`src/rtl/sum_feeder.sv`:
```
`default_nettype none
// ============================================================================
// Module      : sum_feeder
// Description : Sequences operand pairs from a packet stream into a two-input
//               sum block and strobes each returned result with its pair index.
//               Optional result-wait watchdog enabled by SUM_FEEDER_WDOG_EN.
// Revision    : 1.0 - initial release
// ============================================================================
module sum_feeder #(
    parameter int PACKET_D_WIDTH = 40,
    parameter int NUM_PAIRS      = 10,
    parameter int WDOG_CYCLES    = 1000
) (
    input  logic                      clk,
    input  logic                      rst,
    input  logic                      start,

    input  logic                      src_valid,
    output logic                      src_ready,
    input  logic [PACKET_D_WIDTH-1:0] src_data,

    output logic                      in1_valid,
    input  logic                      in1_ready,
    output logic [PACKET_D_WIDTH-1:0] in1_data,

    output logic                      in2_valid,
    input  logic                      in2_ready,
    output logic [PACKET_D_WIDTH-1:0] in2_data,

    input  logic                      out_valid,
    output logic                      out_ready,
    input  logic [PACKET_D_WIDTH-1:0] out_data,

    output logic                      res_valid,
    output logic [PACKET_D_WIDTH-1:0] res_data,
    output logic [7:0]                res_idx,

    output logic                      busy,
    output logic                      done,
    output logic                      timeout
);

    localparam logic [2:0] c_idle  = 3'd0;
    localparam logic [2:0] c_load1 = 3'd1;
    localparam logic [2:0] c_send1 = 3'd2;
    localparam logic [2:0] c_load2 = 3'd3;
    localparam logic [2:0] c_send2 = 3'd4;
    localparam logic [2:0] c_wait  = 3'd5;
    localparam logic [2:0] c_emit  = 3'd6;
    localparam logic [2:0] c_done  = 3'd7;

    localparam logic [7:0] c_last_idx = 8'(NUM_PAIRS - 1);

    // res_idx is 8 bits wide, so at most 256 pairs per run are addressable.
    if (NUM_PAIRS < 1 || NUM_PAIRS > 256 || WDOG_CYCLES < 1) begin : g_param_check
        $error("sum_feeder: NUM_PAIRS must be 1..256 and WDOG_CYCLES >= 1");
    end

    logic [2:0]                r_state;
    logic [2:0]                w_next;
    logic [PACKET_D_WIDTH-1:0] r_op1;
    logic [PACKET_D_WIDTH-1:0] r_op2;
    logic [PACKET_D_WIDTH-1:0] r_result;
    logic [7:0]                r_cnt;

    logic w_start;
    logic w_src_xfer;
    logic w_in1_xfer;
    logic w_in2_xfer;
    logic w_out_xfer;
    logic w_wdog_fire;

    assign w_start    = start & ((r_state == c_idle) | (r_state == c_done));
    assign w_src_xfer = src_valid & src_ready;
    assign w_in1_xfer = in1_valid & in1_ready;
    assign w_in2_xfer = in2_valid & in2_ready;
    assign w_out_xfer = out_valid & out_ready;

`ifdef SUM_FEEDER_WDOG_EN
    localparam int c_wdog_w = $clog2(WDOG_CYCLES + 1);
    localparam logic [c_wdog_w-1:0] c_wdog_last = c_wdog_w'(WDOG_CYCLES - 1);

    logic [c_wdog_w-1:0] r_wdog;
    logic                r_timeout;

    // The counter is zero on the first WAIT cycle because every other state clears it.
    assign w_wdog_fire = (r_state == c_wait) & ~w_out_xfer & (r_wdog == c_wdog_last);

    always_ff @(posedge clk or posedge rst) begin
        if (rst) begin
            r_wdog <= '0;
        end else if ((r_state == c_wait) && !w_out_xfer) begin
            r_wdog <= r_wdog + 1'b1;
        end else begin
            r_wdog <= '0;
        end
    end

    always_ff @(posedge clk or posedge rst) begin
        if (rst) begin
            r_timeout <= 1'b0;
        end else if (w_start) begin
            r_timeout <= 1'b0;
        end else if (w_wdog_fire) begin
            r_timeout <= 1'b1;
        end
    end

    assign timeout = r_timeout;
`else
    assign w_wdog_fire = 1'b0;
    assign timeout     = 1'b0;
`endif

    always_ff @(posedge clk or posedge rst) begin
        if (rst) begin
            r_state <= c_idle;
        end else begin
            r_state <= w_next;
        end
    end

    always_comb begin
        w_next = r_state;
        case (r_state)
            c_idle:  if (w_start) w_next = c_load1;
            c_load1: if (w_src_xfer) w_next = c_send1;
            c_send1: if (w_in1_xfer) w_next = c_load2;
            c_load2: if (w_src_xfer) w_next = c_send2;
            c_send2: if (w_in2_xfer) w_next = c_wait;
            c_wait: begin
                if (w_out_xfer) begin
                    w_next = c_emit;
                end else if (w_wdog_fire) begin
                    w_next = c_done;
                end
            end
            c_emit:  w_next = (r_cnt == c_last_idx) ? c_done : c_load1;
            c_done:  if (w_start) w_next = c_load1;
            default: w_next = c_idle;
        endcase
    end

    always_comb begin
        src_ready = 1'b0;
        in1_valid = 1'b0;
        in2_valid = 1'b0;
        out_ready = 1'b0;
        res_valid = 1'b0;
        done      = 1'b0;
        busy      = (r_state != c_idle) && (r_state != c_done);
        case (r_state)
            c_load1: src_ready = 1'b1;
            c_send1: in1_valid = 1'b1;
            c_load2: src_ready = 1'b1;
            c_send2: in2_valid = 1'b1;
            c_wait:  out_ready = 1'b1;
            c_emit:  res_valid = 1'b1;
            c_done:  done      = 1'b1;
            default: ;
        endcase
    end

    always_ff @(posedge clk or posedge rst) begin
        if (rst) begin
            r_op1    <= '0;
            r_op2    <= '0;
            r_result <= '0;
        end else begin
            if ((r_state == c_load1) && w_src_xfer) r_op1 <= src_data;
            if ((r_state == c_load2) && w_src_xfer) r_op2 <= src_data;
            if ((r_state == c_wait) && w_out_xfer) r_result <= out_data;
        end
    end

    always_ff @(posedge clk or posedge rst) begin
        if (rst) begin
            r_cnt <= 8'd0;
        end else if (w_start) begin
            r_cnt <= 8'd0;
        end else if (r_state == c_emit) begin
            r_cnt <= r_cnt + 8'd1;
        end
    end

    // Operand registers only change in LOAD states, so channel data is stable while valid.
    assign in1_data = r_op1;
    assign in2_data = r_op2;
    assign res_data = r_result;
    assign res_idx  = r_cnt;

endmodule
`default_nettype wire

```
`config.mk`:
```
export PLATFORM = sky130hd
export DESIGN_NAME = sum_feeder
export DESIGN_NICKNAME = d
export VERILOG_FILES = /design/src/rtl/sum_feeder.sv
export SDC_FILE = /design/constraint.sdc
export NUM_CORES = 1
export LEC_CHECK = 0
export ABC_CLOCK_PERIOD_IN_PS = 5550
export CAP_MARGIN = 30
export CELL_PAD_IN_SITES_DETAIL_PLACEMENT = 0
export CELL_PAD_IN_SITES_GLOBAL_PLACEMENT = 1
export CORE_UTILIZATION = 34
export CTS_BUF_LIST = sky130_fd_sc_hd__clkbuf_4
export CTS_CLUSTER_DIAMETER = 120
export DETAILED_ROUTE_END_ITERATION = 8
export PLACE_DENSITY_LB_ADDON = 0.1
export RECOVER_POWER = 25
export SKIP_CTS_REPAIR_TIMING = 1
export SLEW_MARGIN = 20
export SYNTH_ARGS = -nofsm -noshare
export SYNTH_HDL_FRONTEND = slang
export SYNTH_SLANG_ARGS = --single-unit
```
`constraint.sdc`:
```
create_clock -name clk -period 5.55 [get_ports clk]
set_input_delay 0.8325 -clock clk [delete_from_list [all_inputs] [get_ports clk]]
set_output_delay 0.8325 -clock clk [all_outputs]
set_load 0.05 [all_outputs]
```
### Word level (Yosys, flattened, before mapping)

Cells that the tools add are included.

* $add $sub $neg: 1
* equal/unequal tests: 15
* muxes and demuxes: 16
* bitwise gates (word level): 6
* reductions and logical operators: 10

Operator list (number)
* 2-to-1 mux 3 bit: 7
* one-hot mux 3 bit (7 select lines): 1
* 2-to-1 mux 8 bit: 2
* == test 3 bit (second input constant): 4
* inequality test 2 bit (second input constant): 5
* adder 8 x 1 -> 8 bit (second input constant): 1
* == test 8 x 4 -> 1 bit (second input constant): 1
* == test 3 x 2 -> 1 bit (second input constant): 2
* 2-to-1 mux 1 bit: 6
* AND reduction 6 bit: 1
* AND 1 bit: 5
* logical AND 1 bit: 4
* OR reduction 2 bit: 2
* == test 3 x 1 -> 1 bit (second input constant): 1
* zero test 3 bit: 1
* inequality test 3 bit (second input constant): 1
* nonzero test 3 bit: 1
* inequality test 2 x 1 -> 1 bit (second input constant): 1
* nonzero test 2 bit: 1
* bitwise OR 1 bit: 1

* flip-flop bits (word level): 131
* input port bits: 87

### Depth between registers and ports, before layout

Gate-level depths: netlist of run 1.

* depth after elaboration: 6
* gate-level depth with buffers: 6
* depth with buffers taken out: 5

### Worst setup path before layout of run 1

OpenSTA, ideal clock, no wires.

* path type: register to output
* start: reg r_state[1]
* end: out in1_valid
* arrival: 1737 ps
* data required time: 4718 ps
* path slack: 2980 ps
* cell stages (with the launch flop): 3
* path buffers: 1
* cells stage by stage: dfrtp_1 buf_2 nor3b_1

* longest elaborated chain between the ends: 2

RTL lines
* from (decl): RTL line 59 `logic [2:0] r_state;`
* from (signal assigned): RTL line 117 `r_state <= c_idle;`
* from (signal assigned): RTL line 119 `r_state <= w_next;`
* == test 3 x 2 -> 1 bit: RTL line 152 `case (r_state)`
* 2-to-1 mux 1 bit: RTL line 152
* to (decl): RTL line 22 `output logic in1_valid,`

No other way between the ends.

### Worst setup path after layout of run 1

* start: reg r_state[1]
* end: out res_valid

* longest elaborated chain between the ends: 2

RTL lines
* == test 3 bit: RTL line 152
* 2-to-1 mux 1 bit: RTL line 152
* to (decl): RTL line 34 `output logic res_valid,`

No other way between the ends.

==> run metrics, run 1 <==
Synth top area share=a little under two thirds; CP max stage cell=clkdlybuf4s50_1; cell with the most instances after synthesis=dfrtp_1; number of global-route vias before repair=about 3700; FF-to-FF path depth=4; number of clock sinks=131; CP endpoint=res_valid; Avg Vias per Cell=4.68; gr usage total=17.1%; Worst-path clk slew=0.10 ns; Clock Path Buffers=2; Slew Limit Headroom=between 10% and 20%; setup TNS=0 ns; Synth Area in Adders=less than 1%; Post-Route WL=12600 um; multiplexer share of the synthesized area=26.7%; CTS tree=built; synth-to-layout area growth=51.4%; worst slew pin tran=between 1 and 1.5 ns; status=finished, violations left; ys async rst share=between 90% and 100%; drt drc=30; TritonCTS Buffers=17; port bufs=221; failing checks=DRC; Worst R2R Setup Slack=about 3.3 ns; first-pass GRT wire length=20200 um; max-slew violations=0; Seq/Total Area, Yosys=63.8%; Worst Hold Class=reg -> reg; Root Buffer Master=clkbuf_4; Critical Path Fanout Max=15; Mapped Avg Cell Area=15.3 um2; biggest area consumer among synthesized cells=dfrtp_1; unrepaired setup endpoints after global routing=false; initial antenna violation count=0; Initial Util=35.1%; largest net degree at the start of global routing=54; Post-Synth Simple-Gate Area=4.24%; GPL Wtd Cong=0.753; complex-gate fraction of the synthesized area=1.44%; minimum clock period=3.37 ns; grt peak-use layer=met2; ant diodes=0; Routed Antenna Nets=0; FMAX=approximately 300 MHz; First DRT Iteration DRCs=99; GRT overflow=0; CP Launch Type=register; Gate Count Post-Synth=335; Commonest cells post-synth=131 x dfrtp_1, 91 x mux2_2, 30 x mux2_1; CP Launch Point=r_state[1]$_DFFE_PP0P_; die width=between 100 and 150 um; reg-to-reg endpoint=in1_data[19]$_DFFE_PP0P_; Avg WL per Cell=16.6 um; synth warn=0; GR met1 Demand/Resource=between 20 and 25%; Final period util=60.8%; Fin. Hold Viols=0; Detailed Routing Iterations Pass 1=6; max-cap violation count=0; routing usage on met3=under 10%; endpoint class of the critical path=output port; Synth Net Count=424; Global Route met2 Usage=26.9%; H-tree levels=4; main combinational cell family by area after synthesis=multiplexers; clock latency on the worst-skew pair=0.52 ns; Worst Path Arrival=2.54 ns; final setup violation count=0; xor/xnor cell area share of the yosys netlist=1.19%; max incr delay on CP=0.89 ns; Post-Syn Area=0.00514 mm2; DIE AREA=about 0.016 mm2; share of cells above drive strength 1=a little over a fifth; Vias=between 3000 and 4000; FP Rows=44; Max Clock Skew=0.0102 ns; Critical R2R Launch=r_state[2]$_DFFE_PP0P_; vertical die dimension=125 um; Ports=roughly 220; synth unique cells=33; Setup CP Type=reg -> out; Area contributors post-synth=dfrtp_1 64%, mux2_2 20%, mux2_1 6.6%; Final nets=651; register bit total from synthesis=131; hold path startpoint=in2_data[0]$_DFFE_PP0P_; EDFF count, synth=0; worst path cell trace=and3b_1 -> clkdlybuf4s50_1; Post-DP HPWL=9170 um; CP required=~4.7 ns; Core Area=around 0.015 mm2; Main synth FF type=dfrtp_1
-- worst min-delay path by stage --
stage	to	slack, ns	cells after the start
after floorplan	r_state[0]$_DFFE_PP0P_	0.68	2
after global placement	in1_data[39]$_DFFE_PP0P_	0.47	1
after detailed placement	in2_data[0]$_DFFE_PP0P_	0.48	1
after CTS	in2_data[0]$_DFFE_PP0P_	0.50	1
after global routing	in2_data[19]$_DFFE_PP0P_	0.52	1
final	in2_data[0]$_DFFE_PP0P_	0.50	1
-- cell families (layout without fill, tap and decap cells) --
| group | after synthesis | count (layout) |
|---|---|---|
| flip-flops | 131 | 131 |
| multiplexers | 122 | 122 |
| other | 1 | 1 |
| AO/OA/AOI/OAI | 10 | 10 |
| XOR/XNOR | 7 | 7 |
| adder cells (fa/ha/maj) | 2 | 2 |
| buffers and inverters | 21 | 260 |
| AND/OR/NAND/NOR | 41 | 41 |
-- critical path, delay by kind of cell (launching register included) --
family,cells,cell delay (ns)
and+or+nand+nor,1,0.49
buffers and inverters,1,0.89
DFF,1,0.64
-- sequential cells by signal, indices dropped and copies added, names as in the netlist --
register / count
in1_data: 40
in2_data: 40
res_data: 40
res_idx: 8
r_state: 3
-- metal layers --
layer / vias to the layer above / part of all wire, %
met5: - / 0
met4: 0 / 1.6
met3: 21 / 11
met2: 140 / 47
met1: 1752 / 40
li1: 1632 / -
-- stage by stage --
| step | util, % | setup slack [ns] | area (um2) | instances | hold slack (ns) |
|---|---|---|---|---|---|
| floorplan | - | 1.22 | 5140 | 335 | 0.679 |
| global placement | 51.4 | 2.61 | 7530 | 726 | 0.471 |
| detailed placement | 51.6 | 2.56 | 7560 | 727 | 0.480 |
| CTS | 53.1 | 2.09 | 7780 | 758 | 0.504 |
| global route | 53.1 | 1.95 | 7780 | 758 | 0.523 |
| finish | 53.1 | 2.18 | 7780 | 758 | 0.496 |
-- layout by cell type (no fill, tap or decap), types with 3 or more instances in the layout --
master	netlist	layout
a211oi_1	3	3
buf_4	3	4
clkbuf_4	0	20
clkdlybuf4s50_1	0	220
clkinv_1	0	8
dfrtp_1	131	131
mux2_1	30	30
mux2_2	91	91
nand2_1	4	3
nand3_1	4	3
nand4_1	3	3
nor2_1	12	11
nor3_1	3	3
xor2_1	6	6
-- layout make-up --
| cell class | count | area (um2) |
|---|---|---|
| Clock inverter | 11 | 70.1 |
| Fill cell | 1273 | 6860 |
| Inverter | 3 | 12.5 |
| Sequential cell | 131 | 3280 |
| Tap cell | 184 | 230 |
| Multi-Input combinational cell | 183 | 1770 |
| Timing Repair Buffer | 226 | 2270 |
| Clock buffer | 20 | 150 |
Power of run 1 is left out: the tool's default activity adds up to more than one toggle a clock period on the data nets, which glitch-free logic cannot reach.
==> inputs of run 2 (changes only) <==
ABC_CLOCK_PERIOD_IN_PS = 3100   (was 5550)
CORE_UTILIZATION = 31   (was 34)
clock period = 3.1 ns   (was 5.55 ns; I/O delays follow)
==> run 2 against run 1 <==
The flow finishes with violations (capacitance limit, slew limit). Non-clock buffer count up 3. Via count is 0.82% higher. Register-to-register slack worse by 2.1 ns. Die area is 9.5% higher. Final cell count rose by 4.9%. Flip-flop and latch count unchanged.
==> run metrics, run 2 (synthesis gave the netlist of run 1 again) <==
status=finished, violations left (unchanged); failing checks=capacitance limit, slew limit (was DRC); FMAX=360 MHz; setup TNS=0 ns (unchanged); Slew Limit Headroom=-9.70% (was 12.3%); worst slew pin tran=1.65 ns (was 1.31 ns); number of global-route vias before repair=3708 (was 3704); Vias=3574 (was 3545); minimum clock period=between 2 and 3 ns; H-tree levels=4 (unchanged); Avg WL per Cell=15.8 um (was 16.6 um); vertical die dimension=131 um (was 125 um); FF-to-FF path depth=5 (was 4); Critical R2R Launch=r_state[0]$_DFFE_PP0P_ (was r_state[2]$_DFFE_PP0P_); Worst R2R Setup Slack=1.19 ns (was 3.31 ns); most common cell after layout, fill and taps aside=clkdlybuf4s50_1 (unchanged); synth-to-layout area growth=54.3% (was 51.4%); clock latency on the worst-skew pair=0.52 ns (about the same); Routed Antenna Nets=0 (unchanged); number of clock sinks=131 (unchanged); final setup violation count=0 (unchanged); share of cells above drive strength 1=23.0% (was 21.8%); Final period util=89.6%; FP Rows=46 (was 44); Critical Path Fanout Max=15 (unchanged); Final nets=654 (was 651); GRT overflow=0 (unchanged); max-slew violations=66 (was 0); most frequent cells in the layout=220 x clkdlybuf4s50_1, 131 x dfrtp_1, 91 x mux2_2 (unchanged); Clock Path Buffers=2 (unchanged); GPL Wtd Cong=0.737 (was 0.753); Core Area=0.0161 mm2 (was 0.0146 mm2); endpoint class of the critical path=output port (unchanged); Detailed Routing Iterations Pass 1=4 (was 6); TritonCTS Buffers=17 (unchanged); Initial Util=32.0% (was 35.1%); DIE AREA=0.0171 mm2 (was 0.0156 mm2); unrepaired setup endpoints after global routing=false (unchanged); port bufs=221 (unchanged); Worst Path Arrival=2.31 ns (was 2.54 ns); Post-DP HPWL=9020 um (was 9170 um); Avg Vias per Cell=4.50 (was 4.68); Max Clock Skew=0.0240 ns (was 0.0102 ns); CP required=2.63 ns (was 4.72 ns); Fin. Hold Viols=0 (unchanged); CTS tree=built (unchanged); Root Buffer Master=clkbuf_4 (unchanged); Ports=223 (unchanged); max-cap violation count=1 (was 0); largest net degree at the start of global routing=66 (was 54); Worst-path clk slew=0.12 ns (was 0.10 ns); die width=131 um (was 125 um); First DRT Iteration DRCs=64 (was 99); gr usage total=15.3% (was 17.1%); drt drc=0 (was 30); CP Launch Type=register (unchanged); initial antenna violation count=1 (was 0); Worst Hold Class=in -> async (was reg -> reg); first-pass GRT wire length=19400 um (was 20200 um); reg-to-reg endpoint=in2_data[7]$_DFFE_PP0P_ (was in1_data[19]$_DFFE_PP0P_); Post-Route WL=12600 um (about the same); Setup CP Type=reg -> out (unchanged)
[run 2: how the worst max path moves through the flow]
stage | startpoint | to
2_1_floorplan | r_state[1]$_DFFE_PP0P_ | in1_valid
3_3_place_gp | r_state[1]$_DFFE_PP0P_ | busy
3_5_place_dp | r_state[1]$_DFFE_PP0P_ | busy
4_1_cts | r_state[2]$_DFFE_PP0P_ | busy
5_1_grt | r_state[2]$_DFFE_PP0P_ | busy
6_report | r_state[1]$_DFFE_PP0P_ | busy
[run 2: layout make-up]
type / instances / area (um2)
clock buffer: 18 / 135
inverter: 3 / 12.5
timing repair buffer: 229 / 2280
tap: 216 / 270
multi-input combinational: 183 / 1770
antenna: 1 / 2.50
clock inverter: 14 / 185
fill: 1430 / 8130
sequential: 131 / 3280
[run 2: through the flow]
step / cell area (um2) / hold WS [ns] / cells / util, % / worst slack [ns]
CTS: 7950 / 0.190 / 794 / 49.5 / 0.238
global placement: 7630 / 0.471 / 762 / 47.5 / 0.856
floorplan: 5140 / 0.597 / 335 / - / 0.898
detailed placement: 7630 / 0.475 / 762 / 47.5 / 0.843
finish: 7930 / 0.411 / 795 / 49.4 / 0.321
global route: 7930 / 0.405 / 795 / 49.4 / 0.113
[run 2: critical path, stage by stage (launching register included)]
cell and delay [ns]:
dfrtp_1 0.56, and3_1 0.27, nor2_1 0.14, clkdlybuf4s50_1 0.84
[run 2: layer usage]
layer	part of all wire [%]	vias up	GRT usage, %
met4	1.3	0	6.42
met2	48	150	24.8
met3	9.2	13	6.56
li1	-	1639	-
met5	0	-	0
met1	41	1772	17.8
Power of run 2 is left out for the same reason.
==> inputs of run 3 (changes only) <==
CTS_CLUSTER_SIZE = 14   (was default)
==> results of run 3 <==
The final DEF is identical to that of run 2; final timing and power are the same.
Power of run 3 is left out for the same reason.
==> patch 1: new RTL, settings of run 1 <==
The option `SUM_FEEDER_WDOG_EN` is turned on by a define.
--- a/src/rtl/sum_feeder.sv
+++ b/src/rtl/sum_feeder.sv
@@ -6,6 +6,8 @@
 //               Optional result-wait watchdog enabled by SUM_FEEDER_WDOG_EN.
 // Revision    : 1.0 - initial release
 // ============================================================================
+`define SUM_FEEDER_WDOG_EN
+
 module sum_feeder #(
     parameter int PACKET_D_WIDTH = 40,
     parameter int NUM_PAIRS      = 10,
Behaviour: no difference found for any inputs over 10 cycles, from zero or initial values and one cycle with rst high; that may be too few to reach the edited logic, so the function may still have changed.
==> patch 1 against run 1 <==
- the flow finishes with violations (capacitance limit, slew limit)
- global-route usage rose by 0.080 points
- via count rose by 11%
- sequential cell count rose by 11
- synthesized cell count rose by 17%
- die area rose by 10%
- non-clock buffer count did not move
- area after synthesis rose by 10%
- routed wire length rose by 13%
- worst setup slack got worse by 23 ps
- final area rose by 8.0%
- fmax fell by 0.69%
- clock skew rose by 9.4 ps
- highest routed layer unchanged
==> patch 1: results (changes against run 1) <==
Drt
  • DR iter-0 viols: 117 (+18%)
  • DRT Pass-1 Iters: 4 (-2)
  • Routed vias: 3942 (+11%)
  • DRT Wirelength: 14200 µm (+13%)

STA
  • Skew final: 19.6 ps (+9.41 ps)
  • Fin. max-slew vios: 108 (+108)
  • Worst slew pin tran: 2360 ps (+1050 ps)
  • Final period util: 61.2% (+0.42 points)
  • Slew headroom: -57.6% (-70 points)

Synthesis
  • Yosys cell types: 36 (+9.1%)
  • Post-synthesis sequential area ratio: 62.7% (-1.0 points)
  • Syn nets: 482 (+14%)
  • Post-synth top cells: dfrtp_1, mux2_2, nor2_1
  • Fraction of registers with async set/reset: 100% (unchanged)
  • Top cells by area, synth: dfrtp_1, mux2_2, xnor2_1, nor2_1, buf_2

Critical path
  • WP data arrival: 2560 ps (+20 ps)
  • Worst R2R End: in2_data[8]
  • Worst Setup SP: r_state[0]
  • CP Max Fanout: 19 (+4)
  • R2R cell count: 4 (unchanged)
  • Flop2flop setup slack: 3350 ps (+40 ps)
  • RR Startpoint: r_state[2]

Power and ir drop
  • VDD IR max: slightly below 400 µV
  • Leakage: roughly 3.5 nW

Cells and area
  • Final nets: 708 (+8.8%)
  • Layout cell share with drive strength beyond 1: 25.3% (+3.5 points)

Global routing
  • First-pass GRT wire length: 22000 µm (+8.9%)
  • Initial antenna violation count: 1 (+1)
  • Vias in the first global route: 4257 (+15%)
  • Total track usage: 17.2% (+0.080 points)
  • Largest net degree at the start of global routing: 108 (+100%)

Run status
  • Violated checks: capacitance limit, slew limit
  • Outcome: complete, but fails checks

Placement
  • Post-DP HPWL: 10000 µm (+9.6%)
  • IO buf count: 222 (+0.45%)
  • DP Worst Slack: 2570 ps (+6.82 ps)
  • GP Congestion: 0.747 (-0.85%)

CTS
  • CTS Buf Count: 17 (unchanged)
  • Root buffer cell: clkbuf_4
  • Clk slew on worst S/H paths: 120 ps (+20 ps)
  • Worst-Skew Late Latency: 520 ps (about the same)
  • Htree depth: 4 (unchanged)

Hold path
  • HP Class: reg -> reg

Flow run
  • Max Cap Viol: 1 (+1)
patch 1: changes by cell type in the layout (fill, tap and decap cells not counted), moves of 5 or more:
cell,change
inv_1,+5
mux2_1,-30
xnor2_1,+9
nor2_1,+9
o21ai_0,+5
dfrtp_1,+11
nor3_1,+5
clkinv_1,-5
mux2_2,+30
patch 1: kinds of logic after synthesis:
kind of cell               Yosys count  share of synthesized area, %
muxes                              121                          24.1
AOI/OAI and AO/OA                   21                          2.34
DFF                                142                          62.7
xor gates and xnor gates            13                          2.01
buffers and inverters               27                          2.12
and+or+nand+nor                     65                          6.05
adders and majority gates            3                         0.663
patch 1: metal layers:
layer / share of wire [%] / wire, µm / GRT usage, %
met1: 39 / 5590 / 19.0
met2: 50 / 7140 / 29.0
met3: 9.1 / 1290 / 8.40
met4: 1.0 / 147 / 5.27
met5: 0 / 0 / 0
patch 1: critical path, stage by stage (launching register included):
cell	delay, ps
dfrtp_1	580
nand3b_1	420
inv_1	210
clkdlybuf4s50_1	820
patch 1: worst min-delay path by stage:
stage,cells past startpoint,start,endpoint,slack [ps]
after CTS,1,r_wdog[0],r_wdog[0],510
after global routing,1,in2_data[20],in2_data[20],520
after floorplan,1,r_wdog[0],r_wdog[0],450
final,1,r_wdog[0],r_wdog[0],510
after detailed placement,1,r_wdog[0],r_wdog[0],490
after global placement,1,r_wdog[0],r_wdog[0],480
patch 1: stage by stage:
step                      utilization, %  total power (W)  instance area, µm²  instances
after detailed placement            50.5          0.00527                8110        814
after CTS                           52.2          0.00595                8380        843
final                               52.3          0.00588                8400        845
after global placement              50.4          0.00522                8090        813
after floorplan                        -          0.00405                5660        392
after global routing                52.3          0.00617                8400        845
patch 1: area by class of cell:
class,count,area [µm²]
Inverter,8,33.8
Antenna cell,1,2.50
Clock buffer,19,143
Sequential cell,142,3550
Multi-Input combinational cell,223,2000
Clock inverter,10,124
Timing Repair Buffer,226,2280
Fill cell,1366,7660
Tap cell,216,270
patch 1: report_power, final:
group	internal (W)	switching, W	total [W]
combinational	0.00127	0.00219	0.00346
sequential	0.00149	0.000272	0.00177
clock	0.000308	0.000347	0.000656
==> patch 2: new RTL, flow settings as in run 1 <==
Made on the original files. One comparison of `r_cnt` changes from == to >=.
--- a/src/rtl/sum_feeder.sv
+++ b/src/rtl/sum_feeder.sv
@@ -135,7 +135,7 @@
                     w_next = c_done;
                 end
             end
-            c_emit:  w_next = (r_cnt == c_last_idx) ? c_done : c_load1;
+            c_emit:  w_next = (r_cnt >= c_last_idx) ? c_done : c_load1;
             c_done:  if (w_start) w_next = c_load1;
             default: w_next = c_idle;
         endcase
Formal check against the unedited RTL: no difference found for any inputs over 10 cycles, from zero or initial values and one cycle with rst high; that may be too few to reach the edited logic, so the function may still have changed.
==> patch 2 against run 1 <==
- the run ends with capacitance limit, slew limit left
- area after synthesis up 1.4%
- fmax increased by 0.41%
- final area up 2.1%
- worst setup slack improved by 14 ps
- routed wire length fell by 1.8%
- sequential cell count unchanged
- critical endpoint is now res_data[7]
Power is not shown: default switching activity piles up to over one toggle a cycle in this logic, so the estimate is an artifact.
==> patch 2: results (changes against run 1) <==
Hold path
  • Hold Crit Start: res_data[37]
  • Hold endpoint: res_data[37]

Synthesis
  • Syn nets: 441 (+4.0%)
  • Post-synthesis sequential area ratio: 62.9% (-0.86 points)
  • Yosys cell types: 34 (+3.0%)
  • Syn_area_per_cell: 14.8 µm² (-3.3%)
  • Complex-gate fraction of the synthesized area: 2.69% (+1.3 points)
  • Synth Area in Adders: 0.720% (+0.23 points)
  • Mux cell area share after synthesis: 25.9% (-0.77 points)

STA
  • Fin. max-slew vios: 82 (+82)
  • Skew final: 9.00 ps (-1.21 ps)

Cells and area
  • Fraction of area in multi-input gates: 22.8% (about the same)
  • Multi-input gates: 194 (+6.0%)
  • Layout cell share with drive strength beyond 1: 26.4% (+4.6 points)
  • Multi-input gate area: 1810 µm² (+2.2%)
  • Number of diodes: 1 (+1)
  • Clock Buffer Count: 17 (-15%)
  • ClkCell Share: 3.98% (+1.2 points)
  • Non-clock buffers: 227 (+0.44%)
  • Sequential cell count: 131 (unchanged)

Critical path
  • WP data arrival: 3430 ps (+890 ps)
  • Flop2flop setup slack: 3380 ps (+70 ps)
  • Worst R2R End: in1_data[9]
  • Worst Setup SP: rst

Flow run
  • Max Cap Viol: 2 (+2)

Global routing
  • First-pass GRT wire length: 20000 µm (-1.3%)
  • Vias in the first global route: 3851 (+4.0%)
  • Total track usage: 16.5% (-0.54 points)
  • Initial antenna violation count: 1 (+1)
  • Largest net degree at the start of global routing: 51 (-5.6%)

Run status
  • Violated checks: capacitance limit, slew limit
  • Outcome: complete, but fails checks

Drt
  • Routed vias: 3635 (+2.5%)
  • DRT Pass-1 Iters: 4 (-2)

Placement
  • Post-DP HPWL: 8860 µm (-3.4%)
  • Dpl cells: 742 (+2.1%)
  • Area post-placement: 7610 µm² (+0.71%)
  • DP Worst Slack: 2420 ps (-145 ps)

Floorplanning
  • Die X: 126 µm (+0.67%)
-- patch 2: cell types whose count changed in the layout (fill, tap and decap cells not counted), sizes merged, moves of 3 or more --
cell	delta
nand3	+3
o21ai	+8
a211oi	-3
xor2	-4
inv	+5
a21oi	+5
bufinv	+3
nand2	+3
or4	+4
-- patch 2: worst max path at each step --
| stage | endpoint | slack, ps | cells past startpoint |
|---|---|---|---|
| 6_report | res_data[7] | 2190 | 3 |
| 3_3_place_gp | in1_data[4] | 2490 | 4 |
| 4_1_cts | res_valid | 2110 | 2 |
| 2_1_floorplan | in1_data[0] | 1220 | 1 |
| 3_5_place_dp | in1_data[6] | 2420 | 4 |
| 5_1_grt | res_data[7] | 1640 | 3 |
-- patch 2: critical path, cell delays in order --
cell           delay (ps)
dlygate4sd3_1         550
clkinvlp_2            110
clkbuf_1             1890
-- patch 2: routing by layer --
metal | wire (µm) | GRT usage, %
met1 | 5020 | 18.8
met2 | 5710 | 26.0
met3 | 1400 | 9.56
met4 | 200 | 5.60
met5 | 0 | 0
